File: src/rtl/sprite_draw_engine.sv
// sprite_draw_engine
// Responder for the movement controller's draw handshake. On drawBG or
// drawChar it scans one SPRITE_W x SPRITE_H block starting at the latched
// top-left coordinate. Background pixels are streamed from the background
// ROM; character pixels come from the sprite ROM, and the colour key is
// skipped. Each pixel is sent to the VGA plot port. When the block is
// finished, doneBG/doneChar is held high until the request drops.
module sprite_draw_engine #(
    parameter int SPRITE_W = 8,
    parameter int SPRITE_H = 8,
    parameter int COLOUR_W = 9,
    parameter logic [COLOUR_W-1:0] TRANSPARENT = 9'h1FF,
    parameter int SCREEN_W = 320,
    parameter int SCREEN_H = 240,
    localparam int N  = SPRITE_W * SPRITE_H,
    localparam int AW = $clog2(N),
    localparam int CW = $clog2(SPRITE_W)
) (
    input  logic                clock,
    input  logic                resetn,
    input  logic                drawBG,
    input  logic                drawChar,
    input  logic [8:0]          xCoordinate,
    input  logic [7:0]          yCoordinate,
    output logic                doneBG,
    output logic                doneChar,
    output logic [16:0]         bgAddr,
    input  logic [COLOUR_W-1:0] bgData,
    output logic [AW-1:0]       spriteAddr,
    input  logic [COLOUR_W-1:0] spriteData,
    output logic [8:0]          vgaX,
    output logic [7:0]          vgaY,
    output logic [COLOUR_W-1:0] vgaColour,
    output logic                plot
);

    typedef enum logic [1:0] {S_IDLE, S_SCAN, S_FLUSH, S_DONE} state_t;

    state_t            r_state;
    logic [8:0]        r_x0;
    logic [7:0]        r_y0;
    logic              r_modeChar;
    logic [AW-1:0]     r_pix;
    logic              r_pvalid;
    logic [9:0]        r_px;
    logic [8:0]        r_py;
    logic              r_doneBG;
    logic              r_doneChar;

    logic [CW-1:0]       w_col;
    logic [AW-CW-1:0]    w_row;
    logic [9:0]          w_ax;
    logic [8:0]          w_ay;
    logic [COLOUR_W-1:0] w_colour;

    // Powers-of-two sizes let one pixel counter double as {row, col}.
    assign w_col = r_pix[CW-1:0];
    assign w_row = r_pix[AW-1:CW];

    // Widened so that off-screen pixels overflow into the clip compare.
    assign w_ax = {1'b0, r_x0} + 10'(w_col);
    assign w_ay = {1'b0, r_y0} + 9'(w_row);

    assign bgAddr     = 17'(w_ay) * 17'd320 + 17'(w_ax);
    assign spriteAddr = r_pix;

    // The ROM's output register acts as the colour half of the plot
    // stage. Only the coordinate/valid pipe is registered here, so
    // colour and strobe line up with the same pixel.
    assign w_colour  = r_modeChar ? spriteData : bgData;
    assign vgaX      = r_px[8:0];
    assign vgaY      = r_py[7:0];
    assign vgaColour = r_pvalid ? w_colour : '0;
    assign plot      = r_pvalid
                    && (r_px < 10'(SCREEN_W))
                    && (r_py < 9'(SCREEN_H))
                    && !(r_modeChar && (w_colour == TRANSPARENT));

    assign doneBG   = r_doneBG;
    assign doneChar = r_doneChar;

    // Handshake FSM, pixel counter and coordinate/valid pipeline.
    always_ff @(posedge clock) begin
        if (!resetn) begin
            r_state    <= S_IDLE;
            r_x0       <= '0;
            r_y0       <= '0;
            r_modeChar <= 1'b0;
            r_pix      <= '0;
            r_pvalid   <= 1'b0;
            r_px       <= '0;
            r_py       <= '0;
            r_doneBG   <= 1'b0;
            r_doneChar <= 1'b0;
        end else begin
            r_pvalid <= 1'b0;
            case (r_state)
                S_IDLE: begin
                    if (drawBG || drawChar) begin
                        r_x0       <= xCoordinate;
                        r_y0       <= yCoordinate;
                        r_modeChar <= !drawBG;
                        r_pix      <= '0;
                        r_state    <= S_SCAN;
                    end
                end
                S_SCAN: begin
                    r_pvalid <= 1'b1;
                    r_px     <= w_ax;
                    r_py     <= w_ay;
                    r_pix    <= r_pix + AW'(1);
                    if (r_pix == AW'(N - 1)) begin
                        r_state <= S_FLUSH;
                    end
                end
                S_FLUSH: begin
                    r_doneBG   <= !r_modeChar;
                    r_doneChar <= r_modeChar;
                    r_state    <= S_DONE;
                end
                S_DONE: begin
                    if (!(r_modeChar ? drawChar : drawBG)) begin
                        r_doneBG   <= 1'b0;
                        r_doneChar <= 1'b0;
                        r_state    <= S_IDLE;
                    end
                end
                default: r_state <= S_IDLE;
            endcase
        end
    end

endmodule

File: config.mk
export PLATFORM = sky130hd
export DESIGN_NAME = sprite_draw_engine
export DESIGN_NICKNAME = d
export VERILOG_FILES = /design/src/rtl/sprite_draw_engine.sv
export SDC_FILE = /design/constraint.sdc
export NUM_CORES = 1
export LEC_CHECK = 0
export BUFFER_PORTS_ARGS = -buffer_cell sky130_fd_sc_hd__clkbuf_2
export CAP_MARGIN = 20
export CORE_MARGIN = 3
export CORE_UTILIZATION = 54
export CTS_BUF_LIST = sky130_fd_sc_hd__clkbuf_8
export DETAILED_ROUTE_END_ITERATION = 8
export HOLD_SLACK_MARGIN = 0.1
export PLACE_DENSITY = 0.91
export SLEW_MARGIN = 20
export SYNTH_ARGS = -nofsm -noshare
export SYNTH_HDL_FRONTEND = slang
export SYNTH_SLANG_ARGS = --single-unit
File: constraint.sdc
create_clock -name clock -period 5.7 [get_ports clock]
set_clock_uncertainty 0.1 [all_clocks]
set_input_delay 0.855 -clock clock [delete_from_list [all_inputs] [get_ports clock]]
set_output_delay 0.855 -clock clock [all_outputs]
set_load 0.05 [all_outputs]
==> impl_metrics.ini, run 1 <==
[worst_setup_path]
cp_data_required_time_ns = 4.74
startpoint = spriteAddr[3]$_SDFFE_PN0P_
regToRegStartpoint = spriteAddr[3]$_SDFFE_PN0P_
r2r-end = r_py[6]$_SDFFE_PN0P_
regToRegSetupSlack_ns = 3.44
crit_path_start_kind = flip-flop
worstSetupEndpointType = primary output
rr_worst_depth = 8
cp.arrival_ns = 4.43
path_class = flip-flop to primary output
critical_path_peak_fanout = 6
crit_end = bgAddr[16]

[placement]
portBuffers = 90
routabilityCongestion = 0.839
post-dp-hpwl_um = 5740
pre_cts_ws_ns = 0.661

[grt]
use_met1_pct = 24.8
grt.overflow.total = 0
grt_pass1_vias = 2645
grt_pass1_wl_um = 12200
top_usage_layer = met2
grt_util_all_layers_pct = 20.6
gr-usage-met3_pct = 5.33
grt_use_met2_pct = 35.8
grt_max_degree = 35
grt_antenna_before_repair = 0

[cts]
clk_path_buf_depth = 2
cts_resized = 0
numCtsBuffers = 5
cts_tree = yes
clock_latency_ns = 0.30
cts_hold_buffers = 0
clockRootBuffer = clkbuf_8
clkTransAtPathRegs_ns = 0.09
clock_sinks = 48
h-tree-depth = 2
cts_setup_buffers = 0

[logic_synthesis]
syn-num-nets = 455
synth_cell_type_count = 38
synth_cells = 382
synth-async-reset-ratio_pct = 0
synth_edf_count = 0
synth.area.top_cells = dfxtp_1 29%, ha_1 12%, mux2i_1 7.7%
synth_seq_cells = 48
synth_largest_area_cell = dfxtp_1
avgSynthCellArea_um2 = 8.54
synth_top_area_share_pct = 29.4
seq_area_frac_synth_pct = 29.4
synth_ff_type = dfxtp_1
synth_area_um2 = 3260
yosysWarningCount = 0

[floorplan]
io_pins = 91
dieArea_um2 = 7010
num_rows = 27
core_um2 = 5680
die_y_um = 83.7
die_w_um = 83.7
initial_core_util_pct = 57.5

[hold_path]
min_path_type = flip-flop to flip-flop
min_path_cells = 2

[sta]
slew_headroom_pct = 52.5
rsz0062_at_grt = no
layout_min_cycle_time_ns = 5.38
finalSetupTns_ns = 0
hold_slack_ns = 0.369
worst_pin_slew_ns = 0.711
max_freq_mhz = 186
period_share_pct = 94.5
slew_violations = 0
hold_viol_final = 0
fin_ws_ns = 0.315
setup_viol = 0

[power]
internal_power_mw = 0.775
power-per-cell-area_nw_per_um2 = 438
comb_power_share_pct = 58.9
peakVddDrop_mv = 0.286
p_sw_mw = 0.838
power.share.sequential_pct = 28.9
p_total_mw = 1.61
p_leak_nw = 1.77
p_clk_share_pct = 12.2
swShare_pct = 51.9

[final_layout]
finalNetCount = 519
layout_common_cells = 90 x clkbuf_2, 56 x nand2_1, 48 x dfxtp_1
diodes = 0
final_common_cell = clkbuf_2
area_delta_synth_final_pct = 12.7
drive_gt1_share_pct = 23.1

[flow_run]
cap_violations = 0

[status]
run_status = finished clean

[routing]
vias = 2729
drt-initial-drc-count = 100
wl_per_cell_um = 14.1
dr.pass1.iters = 4
totalWireLength_um = 7290
ant_nets = 0
drcViolationCount = 0
vias_per_cell = 5.27
cell type report:
| cell class | count | area [um^2] |
|---|---|---|
| clock buffers | 5 | 68.8 |
| clock inverters | 2 | 12.5 |
| fillers | 446 | 2000 |
| inverters | 16 | 60.1 |
| multi-input cells | 283 | 2020 |
| flip-flops and latches | 48 | 961 |
| well taps | 72 | 90.1 |
| repair buffers | 92 | 465 |
worst max-delay path: stages (launching register included):
cell      delay, ns
dfxtp_1        0.45
ha_1           0.21
inv_1          0.06
fa_1           0.40
nor2b_1        0.17
o21ai_0        0.12
xnor2_1        0.34
ha_1           0.34
fa_1           0.47
a211oi_1       0.33
nor2_1         0.10
xor2_1         0.29
nand3_1        0.19
nor3_1         0.21
xnor2_1        0.14
clkbuf_2       0.29
worst min path at each step:
stage	from	endpoint	slack, ns
detailed placement	r_x0[0]$_SDFFE_PN0P_	r_x0[0]$_SDFFE_PN0P_	0.36
global route	r_y0[2]$_SDFFE_PN0P_	r_y0[2]$_SDFFE_PN0P_	0.40
finish	r_y0[0]$_SDFFE_PN0P_	r_y0[0]$_SDFFE_PN0P_	0.37
global placement	r_x0[0]$_SDFFE_PN0P_	r_x0[0]$_SDFFE_PN0P_	0.35
floorplan	r_y0[0]$_SDFFE_PN0P_	r_y0[0]$_SDFFE_PN0P_	0.34
CTS	r_x0[0]$_SDFFE_PN0P_	r_x0[0]$_SDFFE_PN0P_	0.37
routing by layer:
metal	share of wire, %	vias up
met5	0	-
met4	1.9	0
li1	-	1393
met2	49	87
met3	7.0	14
met1	42	1235
sequential cells by signal (all words and copies together), names as in the netlist:
signal,flops
r_y0,8
r_pvalid,1
r_py,9
r_state,2
r_px,10
doneChar,1
r_x0,9
doneBG,1
spriteAddr,6
r_modeChar,1
synthesized netlist by cell type, types with 2 or more instances:
cell       n
a211oi_1   4
a21boi_0   9
a21o_1     6
a21oi_1   18
buf_2      3
buf_4     23
clkbuf_1   8
dfxtp_1   48
fa_1       4
ha_1      30
inv_1     16
mux2_2     2
mux2i_1   25
nand2_1   56
nand2b_1   2
nand3_1    7
nand4_1   10
nor2_1    18
nor2b_1   30
nor3_1     3
o211a_1    3
o21a_1     3
o21ai_0    9
xnor2_1   18
xor2_1    14
logic make-up (layout without fill, tap and decap cells):
kind of cell | after synthesis | count (layout) | share of synthesized area [%]
compound gates | 58 | 58 | 11.4
xor+xnor | 32 | 32 | 8.59
fa+ha+maj | 34 | 34 | 14.0
buf+inv | 51 | 115 | 8.63
flops | 48 | 48 | 29.4
mux | 27 | 27 | 8.36
simple gates | 132 | 132 | 19.6
per-stage QoR:
step                      utilization, %  std cells  cell area (um^2)
after global routing                64.8        518              3680
after global placement              63.4        511              3600
after floorplan                        -        382              3260
after detailed placement            63.4        511              3600
after CTS                           64.8        518              3680
final                               64.8        518              3680
power by group through the flow:
stage               clock, mW  sequential (mW)  combinational [mW]
floorplan                   0            0.472               0.790
global placement            0            0.469               0.919
detailed placement          0            0.474               0.949
CTS                     0.198            0.466               0.953
global route            0.213            0.477                1.03
finish                  0.196            0.467               0.950
No activity file was read; power rests on OpenSTA's default activity.
==> inputs of run 2 (changes only) <==
MAX_ROUTING_LAYER = met4   (was default)
==> run 2 against run 1 <==
Against the previous run:
- setup slack better by 0.016 ns
- first-iteration DRC count decreased by 11%
- sequential power about the same
- clock power is essentially flat
- largest cell class unchanged
- worst hold slack got worse by 0.0027 ns
- critical path type unchanged
- combinational power barely moved
- count of clock-buffer cells in the layout unchanged
- total power about the same
- wire length fell by 0.11%
- non-clock buffer count unchanged
- final area did not move
- register-to-register slack better by 0.02 ns
==> impl_metrics.ini, run 2 (same netlist as run 1, synthesis figures left out) <==
[sta]
max_freq_mhz = 186
hold_slack_ns = 0.367
slew_headroom_pct = 53.0
period_share_pct = 94.2
worst_pin_slew_ns = 0.704
rsz0062_at_grt = no
slew_violations = 0
hold_viol_final = 0
finalSetupTns_ns = 0
layout_min_cycle_time_ns = 5.37
setup_viol = 0

[final_layout]
finish.utilization_pct = 64.8
final_common_cell = clkbuf_2
top_register = r_px
largest_register_ff_count = 10
diodes = 0
finalNetCount = 519
layout_common_cells = 90 x clkbuf_2, 56 x nand2_1, 48 x dfxtp_1
reg.largest.list = r_px: 10 flops, r_py: 9 flops, r_x0: 9 flops
area_delta_synth_final_pct = 12.7
drive_gt1_share_pct = 23.1

[worst_setup_path]
critical_path_peak_fanout = 6
crit_path_start_kind = flip-flop
rr_worst_depth = 8
r2r-end = r_py[6]$_SDFFE_PN0P_
path_class = flip-flop to primary output
cp.arrival_ns = 4.41
worstSetupEndpointType = primary output
regToRegSetupSlack_ns = 3.46
cp_data_required_time_ns = 4.74
regToRegStartpoint = spriteAddr[3]$_SDFFE_PN0P_

[hold_path]
holdCritStartpoint = r_x0[0]$_SDFFE_PN0P_
min_delay_worst_endpoint = r_x0[0]$_SDFFE_PN0P_
min_path_cells = 2
min_path_type = flip-flop to flip-flop

[grt]
grt_pass1_wl_um = 12200
grt_pass1_vias = 2643
grt_max_degree = 35
grt_antenna_before_repair = 0
grt.overflow.total = 0
grt_util_all_layers_pct = 21.2

[routing]
vias = 2723
drt-initial-drc-count = 89
drcViolationCount = 0
dr.pass1.iters = 4
totalWireLength_um = 7280
wl_per_cell_um = 14.1
ant_nets = 0
vias_per_cell = 5.26

[floorplan]
io_pins = 91
die_y_um = 83.7
initial_core_util_pct = 57.5
die_w_um = 83.7
num_rows = 27
dieArea_um2 = 7010
core_um2 = 5680

[cts]
clockRootBuffer = clkbuf_8
clock_latency_ns = 0.30
h-tree-depth = 2
clk_path_buf_depth = 2
clock_sinks = 48
clkTransAtPathRegs_ns = 0.09
numCtsBuffers = 5
cts_hold_buffers = 0
cts_setup_buffers = 0
cts_tree = yes
cts_resized = 0

[power]
p_leak_nw = 1.77
peakVddDrop_mv = 0.286
power-per-cell-area_nw_per_um2 = 438
p_total_mw = 1.61

[flow_run]
cap_violations = 0

[placement]
portBuffers = 90
routabilityCongestion = 0.852
post-dp-hpwl_um = 5740

[status]
run_status = finished clean
==> run 2: worst max-delay path by stage <==
stage / from / end / slack [ns] / cells past startpoint
final: spriteAddr[3]$_SDFFE_PN0P_ / bgAddr[16] / 0.33 / 15
after global placement: spriteAddr[3]$_SDFFE_PN0P_ / bgAddr[16] / 0.94 / 15
after detailed placement: spriteAddr[3]$_SDFFE_PN0P_ / bgAddr[16] / 0.66 / 15
after CTS: spriteAddr[3]$_SDFFE_PN0P_ / bgAddr[16] / 0.31 / 15
after floorplan: spriteAddr[3]$_SDFFE_PN0P_ / bgAddr[16] / 0.43 / 14
after global routing: spriteAddr[3]$_SDFFE_PN0P_ / bgAddr[16] / 0.01 / 15
==> run 2: worst max-delay path: stages (launching register included) <==
cell and delay, ns:
dfxtp_1 0.45, ha_1 0.21, inv_1 0.06, fa_1 0.40, nor2b_1 0.17, o21ai_0 0.12
xnor2_1 0.33, ha_1 0.34, fa_1 0.47, a211oi_1 0.33, nor2_1 0.10, xor2_1 0.29
nand3_1 0.19, nor3_1 0.21, xnor2_1 0.14, clkbuf_2 0.29
==> run 2: metrics by stage <==
stage | cell area, um^2 | cells | setup slack, ns
after global routing | 3680 | 518 | 0.0146
after floorplan | 3260 | 382 | 0.425
final | 3680 | 518 | 0.331
after CTS | 3680 | 518 | 0.314
after detailed placement | 3600 | 511 | 0.661
after global placement | 3600 | 511 | 0.940
==> run 2: where the power goes <==
part	internal, mW	switching [mW]	total, mW
sequential	0.401	0.0658	0.467
combinational	0.291	0.659	0.950
clock	0.0833	0.112	0.196
==> run 2: layer usage <==
metal,global-route usage [%],up-vias,share of wire (%)
li1,-,1393,-
met1,25.0,1226,42
met2,35.8,86,49
met3,5.03,18,6.9
met4,6.43,0,1.8
met5,-,-,0
==> run 2: area by class of cell <==
cell class	instances	area, um^2
Clock buffer	5	68.8
Clock inverter	2	12.5
Fill cell	446	2000
Inverter	16	60.1
Multi-Input combinational cell	283	2020
Sequential cell	48	961
Tap cell	72	90.1
Timing Repair Buffer	92	465
